## src/rtl/bisc_mvm_sequencer.sv

```systemverilog
// Pass sequencer for the bit-serial stochastic matrix-vector multiplier.
// A job is a number of passes. Each pass clears the selector and the accumulators,
// streams SC_LEN selector-enable cycles, then presents the pass result until it is taken.
// Selector/sequencer count disagreement is latched into a sticky error flag.
module bisc_mvm_sequencer #(
  parameter int unsigned SC_LEN = 256,
  parameter int unsigned CNT_W  = 8,
  parameter int unsigned PASS_W = 8
) (
  input  logic              clock,
  input  logic              reset,
  input  logic              start_valid,
  input  logic [PASS_W-1:0] num_passes,
  output logic              start_ready,
  input  logic              hold,
  input  logic              abort,
  input  logic              zero_select,
  output logic              sel_enable,
  output logic              sel_reset,
  output logic              acc_clear,
  output logic              pass_valid,
  input  logic              pass_ready,
  output logic [PASS_W-1:0] pass_idx,
  output logic              done,
  output logic              busy,
  output logic              sync_err
);

  typedef enum logic [2:0] {
    StIdle,
    StClear,
    StRun,
    StDrain,
    StDone
  } state_e;

  localparam logic [CNT_W-1:0] CntLast = CNT_W'(SC_LEN - 1);

  state_e            state_q;
  logic [CNT_W-1:0]  cnt_q;
  logic [PASS_W-1:0] num_q;
  logic [PASS_W-1:0] idx_q;
  logic              err_q;

  logic run_en;
  logic cnt_last;
  logic pass_last;
  logic abort_act;

  // Shared decode of the current state against the live inputs.
  always_comb begin
    run_en    = (state_q == StRun) & ~hold;
    cnt_last  = (cnt_q == CntLast);
    // num_q is never 0 while draining, so num_q-1 cannot wrap here.
    pass_last = (idx_q == (num_q - PASS_W'(1)));
    // Abort only acts on a live job; in idle it is ignored so it cannot block an accept.
    abort_act = abort & (state_q != StIdle);
  end

  // State, bit counter, pass bookkeeping and sticky sync error.
  always_ff @(posedge clock) begin
    if (!reset) begin
      state_q <= StIdle;
      cnt_q   <= '0;
      num_q   <= '0;
      idx_q   <= '0;
      err_q   <= 1'b0;
    end else if (abort_act) begin
      // Abort wins over hold, handshake and counter terminal; the error flag survives it.
      state_q <= StIdle;
      cnt_q   <= '0;
    end else begin
      unique case (state_q)
        StIdle: begin
          if (start_valid) begin
            num_q   <= num_passes;
            idx_q   <= '0;
            err_q   <= 1'b0;
            state_q <= (num_passes == '0) ? StDone : StClear;
          end
        end
        StClear: begin
          cnt_q   <= '0;
          state_q <= StRun;
        end
        StRun: begin
          if (!hold) begin
            // Counter wraps to 0 naturally after SC_LEN-1 since CNT_W = log2(SC_LEN).
            cnt_q <= cnt_q + CNT_W'(1);
            if (zero_select != cnt_last) begin
              err_q <= 1'b1;
            end
            if (cnt_last) begin
              state_q <= StDrain;
            end
          end
        end
        StDrain: begin
          if (pass_ready) begin
            if (pass_last) begin
              state_q <= StDone;
            end else begin
              idx_q   <= idx_q + PASS_W'(1);
              state_q <= StClear;
            end
          end
        end
        StDone: begin
          state_q <= StIdle;
        end
        default: begin
          state_q <= StIdle;
        end
      endcase
    end
  end

  // Output decode; reset forces everything low except the selector clear.
  always_comb begin
    start_ready = reset & (state_q == StIdle);
    sel_enable  = reset & run_en;
    sel_reset   = ~reset | (state_q == StClear) | abort_act;
    acc_clear   = reset & (state_q == StClear);
    pass_valid  = reset & (state_q == StDrain);
    done        = reset & (state_q == StDone) & ~abort;
    busy        = reset & (state_q != StIdle);
    pass_idx    = reset ? idx_q : '0;
    sync_err    = reset & err_q;
  end

endmodule

```

## config.mk

```make
export PLATFORM = sky130hd
export DESIGN_NAME = bisc_mvm_sequencer
export DESIGN_NICKNAME = d
export VERILOG_FILES = /design/src/rtl/bisc_mvm_sequencer.sv
export SDC_FILE = /design/constraint.sdc
export NUM_CORES = 1
export LEC_CHECK = 0
export CORE_MARGIN = 2
export CORE_UTILIZATION = 50
export CTS_CLUSTER_SIZE = 20
export DETAILED_ROUTE_END_ITERATION = 8
export GPL_TIMING_DRIVEN = 0
export PLACE_DENSITY_LB_ADDON = 0.12
export SYNTH_ARGS = -nofsm -noshare
export SYNTH_HDL_FRONTEND = slang
export SYNTH_SLANG_ARGS = --single-unit
```

## constraint.sdc

```tcl
create_clock -name clock -period 2.5 [get_ports clock]
set_clock_uncertainty 0.05 [all_clocks]
set_input_delay 0.25 -clock clock [delete_from_list [all_inputs] [get_ports clock]]
set_output_delay 0.25 -clock clock [all_outputs]
set_load 0.01 [all_outputs]
```

==> results of run 1 <==
==> power breakdown <==
| part | internal, W | switching (W) | total [W] |
|---|---|---|---|
| combinational | 0.000259 | 0.000300 | 0.000560 |
| sequential | 0.000488 | 0.0000457 | 0.000534 |
| clock | 0.000162 | 0.000144 | 0.000306 |
| total | 0.000909 | 0.000490 | 0.00140 |
==> tightest hold or removal path, cell delays in order <==
cell	delay, ns
clkdlybuf4s50_1	0.41
nand2_1	0.06
a21boi_1	0.05
==> worst max-delay path by stage <==
stage | endpoint | cells after the start | slack (ns) | startpoint
after floorplan | idx_q[4] | 8 | 0.24 | num_q[0]
after global placement | sel_reset | 6 | -0.09 | abort
after detailed placement | sel_reset | 6 | -0.08 | abort
after CTS | pass_valid | 5 | 0.03 | state_q[0]
after global routing | idx_q[4] | 9 | -0.009 | num_q[0]
final | idx_q[4] | 8 | 0.10 | num_q[0]
==> flip-flops by register name, indices dropped and copies added, names as in the netlist <==
register / flops
num_q: 8
idx_q: 8
err_q: 1
cnt_q: 8
state_q: 3
==> timing repair <==
item                                    CTS  global route
setup buffers                             0             1
resized for setup                         4            12
cloned                                    0             1
hold endpoints to repair                  0             0
endpoints found under the setup margin    2            10
pin swaps                                 0             1
==> through the flow <==
stage | utilization (%) | TNS, ns | total power, W
after global routing | 66.5 | -0.00879 | 0.00150
after CTS | 65.0 | 0 | 0.00137
after global placement | 63.3 | -0.0905 | 0.00106
final | 66.5 | 0 | 0.00140
after detailed placement | 63.3 | -0.0845 | 0.00106
after floorplan | - | 0 | 0.000904
==> metal layers <==
layer  vias up  part of all wire, %  global-route usage, %  wire length, um
met5         -                    0                      0                0
met4         0                  2.2                   7.34               87
met3        10                  3.4                   2.99              136
met2        33                   48                   34.9             1890
met1       788                   47                   25.5             1850
li1        860                    -                      -                -
==> kinds of logic after synthesis <==
logic type,synth area share [%]
multiplexers,2.87
buffers and inverters,4.69
XOR/XNOR,6.37
AND/OR/NAND/NOR,33.5
adder cells (fa/ha/maj),2.10
AO/OA/AOI/OAI,19.1
flip-flops,31.4
==> synthesized netlist by cell type (all sizes together), types with 2 or more instances <==
library cell and n:
mux2i 4, nor4 3, buf 6, o21ai 5, ha 3, a21boi 8, dfxtp 28, nor2 15
inv 7, nor2b 4, xor2 8, nand4 5, nand3 8, and3 3, nand2 32, or2 2
and2 11, nor3 5, xnor2 5, or3b 3, nand3b 2, clkbuf 5, a21oi 14, or4 4
nand2b 9, a211oi 4
==> final cells by class <==
cell class,instances,area [um^2]
Buffer,10,60.1
Sequential cell,28,568
Fill cell,303,1130
Tap cell,46,57.6
Clock inverter,1,30.0
Multi-Input combinational cell,177,1170
Inverter,7,26.3
Clock buffer,3,22.5
Timing Repair Buffer,32,315
==> impl_metrics.ini, run 1 <==
[synthesis]
synth_edf_count = 0
async_reset_ff_share_pct = 0
synthFlopType = dfxtp_1
synth_area_um2 = 1790
synth_nets = 241
syn_area_per_cell_um2 = 8.01
yosysTopAreaCellShare_pct = 31.4
ys_seq_area_share_pct = 31.4
ys_ff_latch = 28
synth_warnings = 0
yosysUniqueCellTypes = 55
netlist_instances = 223
synth_top_cell_by_area = dfxtp_1
synthTopCellsByArea = dfxtp_1 31%, nand2_1 6.7%, xor2_1 3.9%

[power_and_ir_drop]
powerDensity_nw_per_um2 = 621
ir_drop_uv = 368
p_leak_nw = 0.833

[global_routing]
antenna_found_initial = 0
grt_pass1_wl_um = 6690
grt_pass1_vias = 1493
gr-total-overflow = 0
grt_use_total_pct = 20.2
grt_max_degree = 17

[timing]
min_period_ns = 2.40
report.final.setup_viol = 0
fin_crit_sh_pct = 95.9
post-route-worst-setup-slack_ns = 0.102
max_freq_mhz = 417
slew_headroom_pct = 66.8
maxSlewViolCount = 0
tightest_slew_ns = 0.497
timing.hold.ws_ns = 0.416
finalHoldViolations = 0

[place]
place_inst = 299
placed_area_um2 = 2140
place_congestion = 0.839
portBuffers = 30
dp_hpwl_um = 2970
place_ws_ns = -0.0845

[setup_path]
rr_startpoint = num_q[0]
r2r_end = idx_q[4]
critPathBufInv = 1
worst-path-max-fanout = 5
cp.arrival_ns = 2.61
worstSetupEndpointType = register
rr_worst_depth = 8
crit_required_ns = 2.71
start_kind = register
slowest_stage = or4_1
worst-setup-path-type = register to register
cpLargestDelayFamily = simple AND/OR/NAND/NOR gates
r2r_slack_ns = 0.10
crit_path_max_incr_delay_ns = 0.54
critical_path.cell_chain = inv_1 -> ha_4 -> or3b_4 -> o31a_1 -> o2111ai_1 -> a211oi_2 -> or4_1 -> o211a_1

[floorplanning]
io_pins = 31
core_um2 = 3390
dieArea_um2 = 4070
rows = 21
die_w_um = 63.8
fp.dieH_um = 63.8
initial_utilization_pct = 52.7

[final_layout]
antenna_cells = 0
layout_common_cells = 32 x nand2_1, 30 x clkdlybuf4s50_1, 24 x dfxtp_1, 15 x nor2_1
nets = 277
layout-drive-gt1-share_pct = 12.8
area_growth_pct = 26.2
fin_area_um2 = 2250
stdcell_count = 304
mostFrequentLayoutCell = nand2_1

[detailed_routing]
vias = 1691
vias_per_cell = 5.56
routed_wl_um = 3970
drc = 0
firstDrtPassIters = 4
final_antenna_net_count = 0
drt_iter0_drc = 80
wl_per_cell_um = 13.1

[clock_tree]
cts.clk_slew.worst_paths_ns = 0.16
cts_root_buffer = clkbuf_4
cts_sinks = 28
cts_buffer_depth = 2
clock_latency_ns = 0.34
cts_buffers = 3
h-tree-depth = 1
cts_hold_buf = 0
cts_tree = built

[min_path]
hold_end = num_q[3]
hp-start = num_passes[3]
min_path_cells = 3
hold_class = primary input to register

[outcome]
status = finished, final reports clean

[job]
max-cap-violations = 0
(Power assumes the default switching activity.)
==> inputs of run 2 (changes only) <==
CORE_UTILIZATION = 45   (was 50)
==> run 2 against run 1 <==
Sequential cell count unchanged; power down 3.5%; first-iteration DRC count increased by 39%; worst hold slack improved by 0.027 ns; clock power decreased by 6.5%; combinational power shrank 4.6%; non-clock buffer count shrank 1; sequential share of layout area about the same; critical endpoint unchanged; maximum frequency about the same; critical path type unchanged.
==> impl_metrics.ini, run 2 (same netlist as run 1, synthesis figures left out) <==
[floorplanning]
io_pins = 31
die_w_um = 67.0
initial_utilization_pct = 47.7
fp.dieH_um = 67.0
dieArea_um2 = 4490
rows = 22
core_um2 = 3740

[setup_path]
crit_required_ns = 2.63
critPathBufInv = 1
critical_path.cell_chain = inv_1 -> ha_2 -> or3b_1 -> o31a_1 -> o2111ai_1 -> a211oi_2 -> or4_1 -> o211a_1
worstSetupEndpointType = register
worst-setup-path-type = register to register
cpLargestDelayFamily = simple AND/OR/NAND/NOR gates
worst-path-max-fanout = 5
slowest_stage = or4_1
cp.arrival_ns = 2.52
start_kind = register
crit_path_max_incr_delay_ns = 0.54

[global_routing]
grt_pass1_wl_um = 6960
grt_max_degree = 16
grt_busiest_layer = met2
grtUsageMet2_pct = 34.8
met3_usage_pct = 2.03
met1_usage_pct = 25.6
grt_pass1_vias = 1557
gr-total-overflow = 0
antenna_found_initial = 0
grt_use_total_pct = 19.6

[power_and_ir_drop]
ir_drop_uv = 297
powerDensity_nw_per_um2 = 607
p_leak_nw = 0.828

[final_layout]
layout_common_cells = 32 x nand2_1, 30 x clkdlybuf4s50_1, 28 x dfxtp_1, 15 x nor2_1
nets = 276
fin_area_um2 = 2220
layout-drive-gt1-share_pct = 10.1
reg_top3 = cnt_q x8, idx_q x8, num_q x8
area_growth_pct = 24.5
antenna_cells = 0
mostFrequentLayoutCell = nand2_1
stdcell_count = 305

[timing]
maxSlewViolCount = 0
rsz0062_at_grt = false
fin_crit_sh_pct = 95.9
min_period_ns = 2.40
tightest_slew_ns = 0.479
timing.hold.ws_ns = 0.444
max_freq_mhz = 417
report.final.setup_viol = 0
finalSetupTns_ns = 0
slew_headroom_pct = 68.0
finalHoldViolations = 0

[detailed_routing]
vias_per_cell = 5.40
final_antenna_net_count = 0
wl_per_cell_um = 13.3
drc = 0
firstDrtPassIters = 4
routed_wl_um = 4060
vias = 1646
drt_iter0_drc = 111

[clock_tree]
cts_buffers = 3
h-tree-depth = 1
clock_latency_ns = 0.27
cts_hold_buf = 0
cts_root_buffer = clkbuf_8
cts.clk_slew.worst_paths_ns = 0.10
cts_tree = built
cts_sinks = 28
cts_buffer_depth = 2

[outcome]
status = finished, final reports clean

[place]
place_inst = 301
dp_hpwl_um = 3040
place_congestion = 0.849
placed_area_um2 = 2150
portBuffers = 30

[min_path]
hold_class = register to register

[job]
max-cap-violations = 0
## run 2: changes by cell type in the layout (fill, tap and decap cells not counted), moves of 3 or more
| cell | previous run | this run |
|---|---|---|
| clkbuf_4 | 3 | 0 |
| clkbuf_8 | 0 | 4 |
| dfxtp_1 | 24 | 28 |
| dfxtp_2 | 3 | 0 |
## run 2: cell type report
type	instances	area, um^2
buffer	10	61.3
clock buffer	4	55.1
fill	366	1520
inverter	7	26.3
multi-input combinational	177	1150
sequential	28	561
tap	48	60.1
timing repair buffer	31	308
## run 2: report_power, final
group	switching, W	internal [W]	leakage, nW
logic	0.000295	0.000239	0.572
registers	0.0000463	0.000483	0.227
clock network	0.000145	0.000141	0.0288
## run 2: layer usage
layer	share of wire (%)	up-vias
li1	-	849
met5	0	-
met4	0.47	0
met3	2.0	2
met1	48	776
met2	49	19
## run 2: path summary, 6_finish.rpt
kind	endpoint	slack, ns	start	cells after the start
max	idx_q[4]	0.10	num_q[0]	8
min	num_q[7]	0.44	num_q[7]	2
max reg2reg	idx_q[4]	0.10	num_q[0]	8
min reg2reg	num_q[7]	0.44	num_q[7]	2
## run 2: per-stage QoR
step	util (%)	total power [W]	worst slack, ns
floorplan	-	0.000904	0.239
global placement	57.4	0.00106	-0.122
detailed placement	57.4	0.00106	-0.0991
CTS	59.1	0.00136	0.00575
global route	59.4	0.00144	0.00616
finish	59.4	0.00135	0.103
## run 2: worst min-delay path, delay by kind of cell (launching register included)
kind	cells	cell delay [ns]
compound gates	1	0.05
simple gates	1	0.06
flops	1	0.35
## run 2: what timing repair did
action	4_1_cts	5_1_grt
pin swaps	0	0
resized for setup	3	7
gates cloned	0	0
hold endpoints to repair	0	0
endpoints found under the setup margin	2	7
setup buffers	0	1
==> RTL change: new RTL, flow settings as in run 1 <==
Encoding of `state_e`: now one-hot (5 bits for 5 states).
--- a/src/rtl/bisc_mvm_sequencer.sv
+++ b/src/rtl/bisc_mvm_sequencer.sv
@@ -28,8 +28,8 @@
 
-  typedef enum logic [2:0] {
-    StIdle,
-    StClear,
-    StRun,
-    StDrain,
-    StDone
+  typedef enum logic [4:0] {
+    StIdle  = 5'b00001,
+    StClear = 5'b00010,
+    StRun   = 5'b00100,
+    StDrain = 5'b01000,
+    StDone  = 5'b10000
   } state_e;
Formal check against the unedited RTL: same outputs for any inputs over 10 cycles, from zero or initial values and one cycle with reset low; not proved beyond that.
==> RTL change against run 1 <==
- synthesized cell count up 13%
- area after synthesis increased by 9.5%
- routed wire length rose by 21%
- total power grew 46%
- clock power rose by 100%
- critical path depth decreased by 4
- via count rose by 13%
- count of clock-buffer cells in the layout increased by 3
- register-to-register slack better by 0.09 ns
- final area grew 9.5%
- sequential cell count up 2
- largest cell class unchanged
- setup slack got worse by 0.059 ns
==> RTL change: results (changes against run 1) <==
<table>
<tr><th>Metric</th><th>Value</th></tr>
<tr><th colspan="2">Outcome</th></tr>
<tr><td>Run status</td><td>finished, final reports clean</td></tr>
<tr><th colspan="2">Cells and area</th></tr>
<tr><td>Non-Filler Instances</td><td>334 (+9.9%)</td></tr>
<tr><td>Filler cells</td><td>332 (+9.6%)</td></tr>
<tr><td>Share of post-route cells with drive strength above 1</td><td>0.0839 (-0.0440)</td></tr>
<tr><td>Number of nets in the layout</td><td>303 (+9.4%)</td></tr>
<tr><th colspan="2">Placement</th></tr>
<tr><td>Placed cell count</td><td>328 (+9.7%)</td></tr>
<tr><td>Number of input and output port buffers inserted</td><td>29 (-3.3%)</td></tr>
<tr><td>GPL Wtd Cong</td><td>0.917 (+9.3%)</td></tr>
<tr><td>Detailed placer's ending HPWL</td><td>3.64 mm (+22%)</td></tr>
<tr><th colspan="2">Power</th></tr>
<tr><td>Cell area power density</td><td>827 nW/um^2 (+33%)</td></tr>
<tr><td>Highest ir drop seen on vdd</td><td>0.000674 V (+83%)</td></tr>
<tr><th colspan="2">Clock network</th></tr>
<tr><td>CTS Buf Count</td><td>5 (+2)</td></tr>
<tr><td>CTS Root Cell</td><td>clkbuf_8</td></tr>
<tr><td>Level count of the clock H-tree</td><td>2 (+1)</td></tr>
<tr><td>Worst-path clk slew</td><td>0.07 ns (-0.09 ns)</td></tr>
<tr><td>Clock latency on the worst-skew pair</td><td>0.28 ns (-0.06 ns)</td></tr>
<tr><th colspan="2">Detailed routing</th></tr>
<tr><td>Total via count after detailed routing</td><td>1,906 (+13%)</td></tr>
<tr><td>First-iteration detailed-routing DRC count</td><td>92 (+15%)</td></tr>
<tr><td>Final routed wirelength across all metal layers</td><td>4.78 mm (+21%)</td></tr>
<tr><th colspan="2">Critical path</th></tr>
<tr><td>Arrival time of the worst setup path</td><td>2.16 ns (-0.45 ns)</td></tr>
<tr><th colspan="2">Yosys</th></tr>
<tr><td>Register area share after synthesis</td><td>0.307 (-0.00682)</td></tr>
<tr><td>Ranking of synthesized cells by area</td><td>dfxtp_1 (31%), nand2_1 (5.4%), nand3_1 (5.4%)</td></tr>
<tr><td>Post-Syn Nets</td><td>269 (+12%)</td></tr>
<tr><td>Synth unique cells</td><td>50 (-9.1%)</td></tr>
<tr><th colspan="2">Global route</th></tr>
<tr><td>Via count of the first global-routing pass</td><td>1,711 (+15%)</td></tr>
<tr><td>Global-route wire length before repair</td><td>7.96 mm (+19%)</td></tr>
<tr><th colspan="2">Timing</th></tr>
<tr><td>Remaining max-slew budget at the tightest pin</td><td>0.584 (-0.0840)</td></tr>
</table>
[RTL change: cell count changes after synthesis, moves of 4 or more]
| cell | change |
|---|---|
| and2_1 | +4 |
| nor2_1 | +7 |
| and3_1 | +5 |
| nand2_1 | -4 |
| a21boi_1 | -8 |
| o211ai_1 | +4 |
| nand2b_1 | -6 |
| a21boi_0 | +8 |
| clkbuf_1 | +4 |
| nand3_1 | +13 |
| or2_2 | +4 |
[RTL change: logic make-up (layout without fill, tap and decap cells)]
| group | Yosys count | after routing | share of synthesized area |
|---|---|---|---|
| AO/OA/AOI/OAI | 52 | 52 | 0.193 |
| XOR/XNOR | 13 | 13 | 0.0652 |
| adder cells (fa/ha/maj) | 3 | 3 | 0.0192 |
| buffers and inverters | 18 | 53 | 0.0364 |
| flip-flops | 30 | 30 | 0.307 |
| multiplexers | 4 | 4 | 0.0205 |
| AND/OR/NAND/NOR | 131 | 131 | 0.359 |
[RTL change: final cells by class]
cell class / count / area share
clock inverter: 2 / 0.0243
multi-input combinational: 203 / 0.531
timing repair buffer: 29 / 0.118
inverter: 8 / 0.0122
buffer: 8 / 0.0137
clock buffer: 6 / 0.0335
tap: 48 / 0.0243
sequential: 30 / 0.243
[RTL change: worst paths after layout]
path | startpoint | endpoint | slack (ns) | cells after the start
setup / recovery | state_q[2]$_SDFFE_PP0P_ | acc_clear | 0.04 | 4
hold / removal | reset | num_q[0]$_SDFFE_PN0P_ | 0.37 | 2
setup reg to reg | num_q[0]$_SDFFE_PN0P_ | idx_q[4]$_SDFFE_PN0P_ | 0.19 | 9
hold reg to reg | cnt_q[7]$_SDFFE_PP0P_ | cnt_q[7]$_SDFFE_PP0P_ | 0.41 | 1
[RTL change: where the power goes]
part | switching [W] | internal, W
logic | 0.000472 | 0.000346
registers | 0.0000769 | 0.000533
clock network | 0.000187 | 0.000425
[RTL change: stage by stage]
step	hold slack, ns	setup TNS, ns
2_1_floorplan	0.356	0
3_3_place_gp	0.403	0
3_5_place_dp	0.397	0
4_1_cts	0.367	-0.0129
5_1_grt	0.403	-0.0878
6_report	0.367	0
[RTL change: worst max-delay path: stages, from the launching register on]
cell and delay (ns):
dfxtp_1 0.35, nor2_2 0.19, nor4bb_1 0.60, and2_1 0.21, clkdlybuf4s50_1 0.53
[RTL change: layer usage]
layer / vias up / global-route usage / share of wire
li1: 981 / - / -
met1: 871 / 0.305 / 0.47
met2: 46 / 0.395 / 0.48
met3: 8 / 0.0456 / 0.042
met4: 0 / 0.0842 / 0.015
met5: - / 0 / 0
[RTL change: repair_timing]
| item | CTS | global route |
|---|---|---|
| cloned | 0 | 0 |
| setup buffers | 0 | 0 |
| endpoints found under the setup margin | 3 | 7 |
| gates resized for setup | 3 | 3 |
